## config.mk

```make
export PLATFORM = sky130hd
export DESIGN_NAME = uart_rx_param
export DESIGN_NICKNAME = d
export VERILOG_FILES = /design/src/rtl/uart_rx_param.sv
export SDC_FILE = /design/constraint.sdc
export NUM_CORES = 1
export LEC_CHECK = 0
export ABC_AREA = 1
export CAP_MARGIN = 5
export CORE_MARGIN = 1.5
export CORE_UTILIZATION = 30
export CTS_CLUSTER_SIZE = 25
export DETAILED_ROUTE_END_ITERATION = 8
export SLEW_MARGIN = 0
export SYNTH_ARGS = -nofsm -noshare
export SYNTH_HDL_FRONTEND = slang
export SYNTH_SLANG_ARGS = --single-unit
```

## constraint.sdc

```tcl
create_clock -name clk -period 4.49 [get_ports clk]
set_clock_uncertainty 0.15 [all_clocks]
set_input_delay 0.898 -clock clk [delete_from_list [all_inputs] [get_ports clk]]
set_output_delay 0.898 -clock clk [all_outputs]
set_load 0.01 [all_outputs]
```

## src/rtl/uart_rx_param.sv

```systemverilog
// Oversampling UART receiver: 2-FF sync, 3-sample majority vote, configurable width/parity/stop bits.
// Word presented 1 clk after the last stop mid-sample; if the consumer still holds a word, the new one is dropped and overrun pulses.
module uart_rx_param #(
   parameter int DATA_W = 8,
   parameter int OS     = 16,
   parameter int DIV_W  = 16,
   parameter int STOP_W = 1
) (
   input  logic              clk,
   input  logic              rst_n,
   input  logic [DIV_W-1:0]  baud_div,
   input  logic [1:0]        parity_mode,
   input  logic              serial_in,
   input  logic              rx_ready,
   output logic              rx_valid,
   output logic [DATA_W-1:0] data_out,
   output logic              parity_err,
   output logic              frame_err,
   output logic              overrun,
   output logic              rx_active
);

   localparam int TW = $clog2(OS);
   localparam int BW = $clog2(DATA_W + 1);
   localparam logic [TW-1:0] T_S0  = TW'(OS / 2 - 1);
   localparam logic [TW-1:0] T_S1  = TW'(OS / 2);
   localparam logic [TW-1:0] T_S2  = TW'(OS / 2 + 1);
   localparam logic [TW-1:0] T_END = TW'(OS - 1);

   typedef enum logic [2:0] {IDLE, START, DATA, PARITY, STOP} state_t;

   state_t             state, state_nxt;
   logic               sin_m, sin_s, sin_d;
   logic [DIV_W-1:0]   div_cnt, div_r;
   logic [TW-1:0]      tick_cnt;
   logic [1:0]         mode_r;
   logic               s0, s1;
   logic [DATA_W-1:0]  shreg;
   logic [BW-1:0]      bit_cnt;
   logic               par_p, frm_p;
   logic               start_det, tick, vote, vote_vld, bit_end, par_on;
   logic               shift_en, par_chk, stop_chk, deliver, cnt_clr, cnt_inc;

   always_ff @(posedge clk or negedge rst_n) begin
      if (!rst_n) begin
         sin_m <= 1'b1;
         sin_s <= 1'b1;
         sin_d <= 1'b1;
      end else begin
         sin_m <= serial_in;
         sin_s <= sin_m;
         sin_d <= sin_s;
      end
   end

   assign start_det = (state == IDLE) && sin_d && !sin_s;
   assign tick      = (state != IDLE) && (div_cnt == div_r - DIV_W'(1));
   assign vote      = (s0 & s1) | (s0 & sin_s) | (s1 & sin_s);
   assign vote_vld  = tick && (tick_cnt == T_S2);
   assign bit_end   = tick && (tick_cnt == T_END);
   assign par_on    = (mode_r == 2'd1) || (mode_r == 2'd2);

   // Baud divisor and parity mode are frozen per frame at start detect.
   always_ff @(posedge clk or negedge rst_n) begin
      if (!rst_n) begin
         div_cnt  <= '0;
         tick_cnt <= '0;
         div_r    <= '0;
         mode_r   <= '0;
         s0       <= 1'b0;
         s1       <= 1'b0;
      end else if (start_det) begin
         div_cnt  <= '0;
         tick_cnt <= '0;
         div_r    <= (baud_div == '0) ? DIV_W'(1) : baud_div;
         mode_r   <= parity_mode;
      end else if (state != IDLE) begin
         if (tick) begin
            div_cnt  <= '0;
            tick_cnt <= (tick_cnt == T_END) ? '0 : tick_cnt + TW'(1);
            if (tick_cnt == T_S0) s0 <= sin_s;
            if (tick_cnt == T_S1) s1 <= sin_s;
         end else begin
            div_cnt <= div_cnt + DIV_W'(1);
         end
      end
   end

   always_ff @(posedge clk or negedge rst_n) begin
      if (!rst_n) state <= IDLE;
      else        state <= state_nxt;
   end

   always_comb begin
      state_nxt = state;
      shift_en  = 1'b0;
      par_chk   = 1'b0;
      stop_chk  = 1'b0;
      deliver   = 1'b0;
      cnt_clr   = 1'b0;
      cnt_inc   = 1'b0;
      case (state)
         IDLE: if (start_det) state_nxt = START;
         START: begin
            if (vote_vld && vote) state_nxt = IDLE;
            else if (bit_end) begin
               state_nxt = DATA;
               cnt_clr   = 1'b1;
            end
         end
         DATA: begin
            if (vote_vld) begin
               shift_en = 1'b1;
               cnt_inc  = 1'b1;
            end
            if (bit_end && bit_cnt == BW'(DATA_W)) begin
               cnt_clr   = 1'b1;
               state_nxt = par_on ? PARITY : STOP;
            end
         end
         PARITY: begin
            par_chk = vote_vld;
            if (bit_end) begin
               cnt_clr   = 1'b1;
               state_nxt = STOP;
            end
         end
         STOP: begin
            // Leave at the last stop mid-sample so the next start edge is caught early.
            if (vote_vld) begin
               stop_chk = 1'b1;
               if (bit_cnt == BW'(STOP_W - 1)) begin
                  deliver   = 1'b1;
                  state_nxt = IDLE;
               end else begin
                  cnt_inc = 1'b1;
               end
            end
         end
         default: state_nxt = IDLE;
      endcase
   end

   always_ff @(posedge clk or negedge rst_n) begin
      if (!rst_n) begin
         shreg   <= '0;
         bit_cnt <= '0;
         par_p   <= 1'b0;
         frm_p   <= 1'b0;
      end else begin
         if (start_det) begin
            par_p <= 1'b0;
            frm_p <= 1'b0;
         end
         if (cnt_clr)      bit_cnt <= '0;
         else if (cnt_inc) bit_cnt <= bit_cnt + BW'(1);
         if (shift_en) shreg <= {vote, shreg[DATA_W-1:1]};
         if (par_chk)  par_p <= vote != ((mode_r == 2'd1) ? ^shreg : ~^shreg);
         if (stop_chk && !vote) frm_p <= 1'b1;
      end
   end

   always_ff @(posedge clk or negedge rst_n) begin
      if (!rst_n) begin
         rx_valid   <= 1'b0;
         data_out   <= '0;
         parity_err <= 1'b0;
         frame_err  <= 1'b0;
         overrun    <= 1'b0;
         rx_active  <= 1'b0;
      end else begin
         overrun   <= 1'b0;
         rx_active <= (state_nxt != IDLE);
         if (deliver) begin
            if (!rx_valid || rx_ready) begin
               rx_valid   <= 1'b1;
               data_out   <= shreg;
               parity_err <= par_p;
               frame_err  <= frm_p | ~vote;
            end else begin
               overrun <= 1'b1;
            end
         end else if (rx_valid && rx_ready) begin
            rx_valid <= 1'b0;
         end
      end
   end

endmodule

```

* Yosys cells after proc, flatten, opt, wreduce, memory -nomap -nowiden
Index checks and enable logic that the tools add are counted.
** Storage, ports and cells
- Flip-flop bits (word level) :: 73
- Bits of input ports :: 22
- Logic and storage cells :: 120
** Cells by class
- Add/sub/neg operators :: 4
- Eq/ne operators :: 14
- Mux-type cells :: 42
- Bitwise logic cells :: 8
- Reduce and logical (&&, ||, !) cells :: 32
** Operators with widths (count)
- two-way mux 16 bit :: 4
- two-way mux 3 bit :: 8
- two-way mux 4 bit :: 6
- two-way mux 1 bit :: 21
- adder 16 x 1 -> 16 bit, second input constant :: 1
- == test 16 bit :: 1
- == test 4 bit, second input constant :: 4
- logical NOT 16 bit :: 1
- subtractor 16 x 1 -> 16 bit, second input constant :: 1
- case mux 3 bit (5 select lines) :: 1
- nonzero test 2 bit :: 6
- logical AND 1 bit :: 9
- adder 4 x 1 -> 4 bit, second input constant :: 2
- AND reduction 4 bit :: 2
- XNOR reduction 8 bit :: 1
- XOR reduction 8 bit :: 1
- == test 3 x 2 -> 1 bit, second input constant :: 2
- AND reduction 2 bit :: 3
- nonzero test 3 bit :: 2
- == test 4 x 3 -> 1 bit, second input constant :: 1
- logical NOT 4 bit :: 1
- AND 1 bit :: 3
- == test 3 x 1 -> 1 bit, second input constant :: 1
- == test 3 bit, second input constant :: 1
- other kinds (11) :: 17

* Logic depth before layout (Yosys ltp)
- Word-level depth :: 8
- Depth in mapped cells :: 20

* Least setup slack after synthesis
OpenSTA, ideal clock, no wires.
- Kind :: flip-flop to flip-flop
- Start :: register div_r[0]
- End :: register data_out[0]
- Setup time :: 117 ps
- Data arrival time :: 2197 ps
- Setup slack :: 2026 ps
- Stages on the path, launching flop included :: 19
- Path buffers :: 1
- Clock period less this slack :: 2464 ps
- Cell sequence :: dfrtp_1 -> inv_2 -> ha_1 -> nand2_4 -> nor2_8 -> nand2_1 -> nand2_1 -> nand2_1 -> inv_2 -> nand2_1 -> nor2_2 -> nand2_2 -> nor2_8 -> nand2_4 -> nor3_4 -> nand2_4 -> buf_6 -> nand2_1 -> nand2_1
** Between the ends
- Longest elaborated chain between the ends :: 7
** RTL lines
- from (decl) :: line 34 : logic [DIV_W-1:0] div_cnt, div_r;
- from (signal assigned) :: line 75 : div_r <= (baud_div == '0) ? DIV_W'(1) : baud_div;
- subtractor 16 x 1 -> 16 bit :: line 57 : assign tick = (state != IDLE) && (div_cnt == div_r - DIV_W'(1));
- == test 16 bit :: line 57
- logical AND 1 bit :: line 57
- logical AND 1 bit :: line 59 : assign vote_vld = tick && (tick_cnt == T_S2);
- two-way mux 1 bit :: line 130 : if (vote_vld) begin
- two-way mux 1 bit :: line 102 : case (state)
- AND reduction 2 bit (no source line)
- to (signal assigned) :: line 177 : data_out <= shreg;
- to (decl) :: line 16 : output logic [DATA_W-1:0] data_out,
No other way between the ends.
A chain may end at the register's enable or synchronous reset.

* Final worst setup path
- Start :: register state[1]
- End :: register div_cnt[8]
** Between the ends
- Longest elaborated chain between the ends :: 5
** RTL lines
- from (decl) :: line 32 : state_t state, state_nxt;
- from (signal assigned) :: line 91 : else state <= state_nxt;
- nonzero test 3 bit :: line 57, 77
- logical AND 1 bit :: line 57
- two-way mux 16 bit :: line 78 : if (tick) begin
- two-way mux 16 bit :: line 77 : end else if (state != IDLE) begin
- two-way mux 16 bit :: line 72 : end else if (start_det) begin
- to (signal assigned) :: line 84 : div_cnt <= div_cnt + DIV_W'(1);
- to (decl) :: line 34
Parallel ways exist; a longest one is shown, timed or not. The select of a mux whose other input is x is not followed.

==> flow_summary.yaml <==
outcome:
  status: "complete, no violations"
die:
  core_mm2: 0.01404
  dieArea_mm2: 0.01527
  die_h_um: 123.6
  io_pins: 35
  die_x_um: 123.6
  rows: 43
  start_util_pct: 31.05
job:
  maxCapViolCount: 0
final_layout:
  synthToLayoutAreaGrowth_pct: 20.43
  final_area_mm2: 0.005251
  antenna_cells: 0
  finalNetCount: 628
  drive_above_1_share_pct: 10.61
  nFillCells: 1438
  fin_cells: 783
yosys:
  synth_cell_type_count: 42
  synthTopCellsByArea: "dfrtp_1, nand2_1, inv_1, nand3_1, nor2_1"
  synth_edf_count: 0
  syn-num-nets: 589
  ys_ff_latch: 73
  yosys_warnings: 0
  synth_top_area_share_pct: 40.17
  syn_area_per_cell_um2: 7.800
  ys_top_cells_by_count: "nand2_1, dfrtp_1, inv_1, nor2_1, nand3_1"
  syn_area_mm2: 0.004360
  syn_inst: 559
  synth_flop_cell: "dfrtp_1"
  yosysMostFrequentCell: "nand2_1"
  synth.yosys.seq_area_share_pct: 41.98
  ys_async_sr_fraction_pct: 100.0
  yosys.area.top_type: "dfrtp_1"
grt:
  grtUsageTotal_pct: 14.84
  use_met2_pct: 24.55
  grt_max_degree: 74
  grt_pass1_wl_mm: 17.52
  grtUsageMet3_pct: 4.151
  antenna_found_initial: 0
  grt_busiest_layer: "met2"
  grt_pass1_vias: 3721
  grt_overflow: 0
  globalRouteMet1Util_pct: 18.98
route:
  wl_per_cell_um: 13.12
  drt-initial-drc-count: 270
  detail-route-antenna-nets: 0
  wl_mm: 10.27
  post-route-drc-count: 0
  dr.pass1.iters: 5
  via_per_inst: 4.778
  vias: 3741
timing:
  period_share_pct: 67.52
  setup-tns-final_ns: 0
  setup_viol: 0
  post-route-min-period_ns: 3.031
  maxSlewHeadroom_pct: 37.19
  worst-slew-pin-transition_ns: 0.9421
  fin_ws_ns: 1.459
  finalMaxSlewViolations: 0
  fmax_mhz: 329.9
  rsz0062_at_grt: "no"
  final-hold-violation-count: 0
cts:
  cts_resized: 0
  clock_latency_ns: 0.34
  root_buffer: "clkbuf_16"
  cts_tree: "built"
  cts_buffers: 9
  htree_levels: 3
  postCtsSetupRepairBufs: 0
  clock_sinks: 73
  clk_pin_slew_ns: 0.06
  clk_path_buf_depth: 2
  ctsHoldBuffers: 0
placement:
  gp_congestion: 0.8533
  dp_cells: 767
  place_area_mm2: 0.004898
  post-place-ws_ns: 1.465
  place_hpwl_mm: 7.648
  portBuffers: 34
worst_setup_path:
  start_kind: "flop"
  slowest_delay_ns: 0.45
  end_kind: "flop"
  regToRegStartpoint: "state[1]"
  cpMaxStageDelayCell: "nand2_1"
  worstPathArrival_ns: 3.15
  critPathMaxFanout: 11
  worstSetupPathType: "reg -> reg"
  reg2reg_depth: 11
  crit_chain: "nor2_1, nand2_1, inv_1, nand3_1, nand2_1, inv_1, nor3_1, nand3_1, o21ai_0, o21ai_0, nor2_1"
  r2r-end: "div_cnt[8]"
  cp.required_ns: 4.61
  ff2ff_setup_slack_ns: 1.46
power_and_ir_drop:
  p_per_area_mw_per_mm2: 486.2
  p_leak_uw: 0.002656
  vdd_drop_max_mv: 0.1798
hold_path:
  hp-start: "sin_m"
  min_to: "sin_s"
  min_path_type: "reg -> reg"
  holdPathStages: 0
-- layout make-up --
cell class	count	area, µm²	area share, %
Multi-Input combinational cell	408	2227	42.41
Sequential cell	73	1831	34.86
Timing Repair Buffer	36	352.8	6.719
Inverter	70	262.8	5.004
Clock buffer	10	239.0	4.551
Tap cell	180	225.2	4.289
Clock inverter	6	113.9	2.168
-- stage by stage --
| stage | hold slack (ns) | utilization, % | power (µW) |
|---|---|---|---|
| floorplan | 0.1952 | - | 1504 |
| global placement | 0.1994 | 34.88 | 1692 |
| detailed placement | 0.2009 | 34.88 | 1710 |
| CTS | 0.2098 | 37.40 | 2579 |
| global route | 0.2145 | 37.40 | 2738 |
| finish | 0.2075 | 37.40 | 2553 |
-- registers in the layout, indices dropped and copies added, names as in the netlist --
signal and count:
frm_p 1, parity_err 1, sin_m 1, overrun 1
div_r 16, mode_r 2, s1 1, state 3
tick_cnt 4, s0 1, sin_s 1, rx_valid 1
rx_active 1, par_p 1, sin_d 1, frame_err 1
bit_cnt 4, shreg 8, div_cnt 16, data_out 8
-- worst max-delay path, delay by kind of cell, from the launching register on --
kind                   cells  cell delay, ns
AND/OR/NAND/NOR            7            1.79
flip-flops                 1            0.39
buffers and inverters      2            0.31
AO/OA/AOI/OAI              2            0.31
-- how the worst max path moves through the flow --
stage,start,end,cells after the start
4_1_cts,div_r[0],bit_cnt[3],18
3_5_place_dp,div_r[0],bit_cnt[3],18
6_report,state[1],div_cnt[8],11
5_1_grt,state[1],div_cnt[8],11
3_3_place_gp,state[1],div_cnt[8],11
2_1_floorplan,div_r[0],data_out[0],18
-- report_power, final --
group | switching, µW | internal, µW | total (µW)
Clock | 290 | 560 | 850
Combinational | 490 | 306 | 796
Sequential | 145 | 762 | 907
Total | 925 | 1630 | 2550
-- layer usage --
metal  vias up  share of wire (%)
met5         -                  0
met4         0                1.1
met3        10                4.6
met2        71                 47
met1      1799                 47
li1       1861                  -
-- cell usage in the layout, fill, tap and decap left out, drive strengths merged, types with 3 or more instances in the layout --
cell type        n
a21oi            5
and2             4
buf              3
bufinv           3
clkbuf          10
clkdlybuf4s50   33
dfrtp           70
dfstp            3
ha               8
inv             71
mux2             7
nand2          174
nand3           44
nand3b           4
nand4           11
nor2            63
nor3            11
nor4             7
o21ai           27
o22ai            4
xnor2           12
xor2            16
-- kinds of logic after synthesis --
logic type      Yosys count  synth area share, %
buf+inv                  78                6.944
flops                    73                41.98
compound gates           43                5.509
xor+xnor                 29                6.313
fa+ha+maj                 8                2.296
mux                       7                1.808
simple gates            321                35.15
Power figures use the tool's default switching activity.
==> RTL edit: new RTL, same settings <==
`OS`: 16 -> 8.
--- a/src/rtl/uart_rx_param.sv
+++ b/src/rtl/uart_rx_param.sv
@@ -2,7 +2,7 @@
 // Word presented 1 clk after the last stop mid-sample; if the consumer still holds a word, the new one is dropped and overrun pulses.
 module uart_rx_param #(
    parameter int DATA_W = 8,
-   parameter int OS     = 16,
+   parameter int OS     = 8,
    parameter int DIV_W  = 16,
    parameter int STOP_W = 1
 ) (
Check against the original RTL: not equivalent (a bounded check fails within 10 cycles, from zero or initial values and one cycle with rst_n low).
==> RTL edit against the original RTL <==
Cell area barely moved; die area rose by 0.56%; synthesized cell count rose by 5.4%; final cell count rose by 4.3%; count of clock-buffer cells in the layout fell by 1; wire length rose by 0.27%; worst setup slack improved by 0.13 ns; area after synthesis rose by 0.57%; power fell by 1.1%; sequential cell count fell by 1; first-iteration DRC count fell by 33%; highest routed layer unchanged.
==> RTL edit: results (changes against the original RTL) <==
* Met3 Routed Length at 276 um (was 476 um)
* Final Wtd Congestion at 0.8746 (was 0.8533)
* Top cells by count, synth: 176 x nand2_1, 77 x inv_1, 69 x dfrtp_1 (was 163 x nand2_1, 70 x dfrtp_1, 63 x inv_1)
* First drt pass iteration count at 4 (was 5)
* Synth Area in XOR/XNOR at 6.191% (was 6.313%)
* Net Count, Synth at 621 (was 589)
* Peak fanout along the critical path at 15 (was 11)
* Routed met1 length at 5.009 mm (was 4.852 mm)
* Clk tree area frac at 6.238% (was 6.719%)
* Hpwl dp at 7.765 mm (was 7.648 mm)
* Crit path arrival time at 2.98 ns (was 3.15 ns)
* Post-synthesis sequential area ratio at 41.17% (was 41.98%)
* Grt met3 use at 2.427% (was 4.151%)
* Status: complete, no violations (unchanged)
* Final worst-path cycle share at 64.62% (was 67.52%)
* WL final at 10.30 mm (was 10.27 mm)
* Yosys cell types at 37 (was 42)
* Synth top area cells: dfrtp_1 39%, nand2_1 15%, inv_1 6.6% (was dfrtp_1 40%, nand2_1 14%, inv_1 5.4%)
* Net load switching power at 974.3 uW (was 925.2 uW)
* Max incr delay on CP at 0.43 ns (was 0.45 ns)
* Maximum vdd drop at 0.0002345 V (was 0.0001798 V)
* Nonclk buf count at 35 (was 36)
* Vias at 3,772 (was 3,741)
* Mux contribution to synthesized area at 0% (was 1.808%)
* Multi-input comb cells at 431 (was 408)
* DR WL met2 at 4.713 mm (was 4.836 mm)
* Seq/total area at 34.36% (was 34.86%)
* Number of fill cells in the layout at 1,517 (was 1,438)
-- RTL edit: cell types whose count changed after synthesis, sizes merged, moves of 4 or more --
cell   delta
nand2    +13
inv       +9
nand4     +9
nor2      +8
mux2      -7
o21ai     +6
and2      -4
-- RTL edit: power by group through the flow --
stage          logic, uW  clock network, uW  registers (uW)
3_3_place_gp         837                  0             899
6_report             839                795             892
3_5_place_dp         838                  0             900
5_1_grt              970                839             911
4_1_cts              843                814             890
2_1_floorplan        663                  0             856
-- RTL edit: per-stage QoR --
step / power (uW) / cells / hold WS [ns] / area [um2] / utilization, %
2_1_floorplan: 1519 / 589 / 0.1952 / 4385 / -
3_3_place_gp: 1736 / 801 / 0.1980 / 4927 / 34.16
3_5_place_dp: 1739 / 801 / 0.2005 / 4927 / 34.16
4_1_cts: 2547 / 817 / 0.2079 / 5255 / 36.43
5_1_grt: 2720 / 817 / 0.2116 / 5255 / 36.43
6_report: 2526 / 817 / 0.2061 / 5255 / 36.43
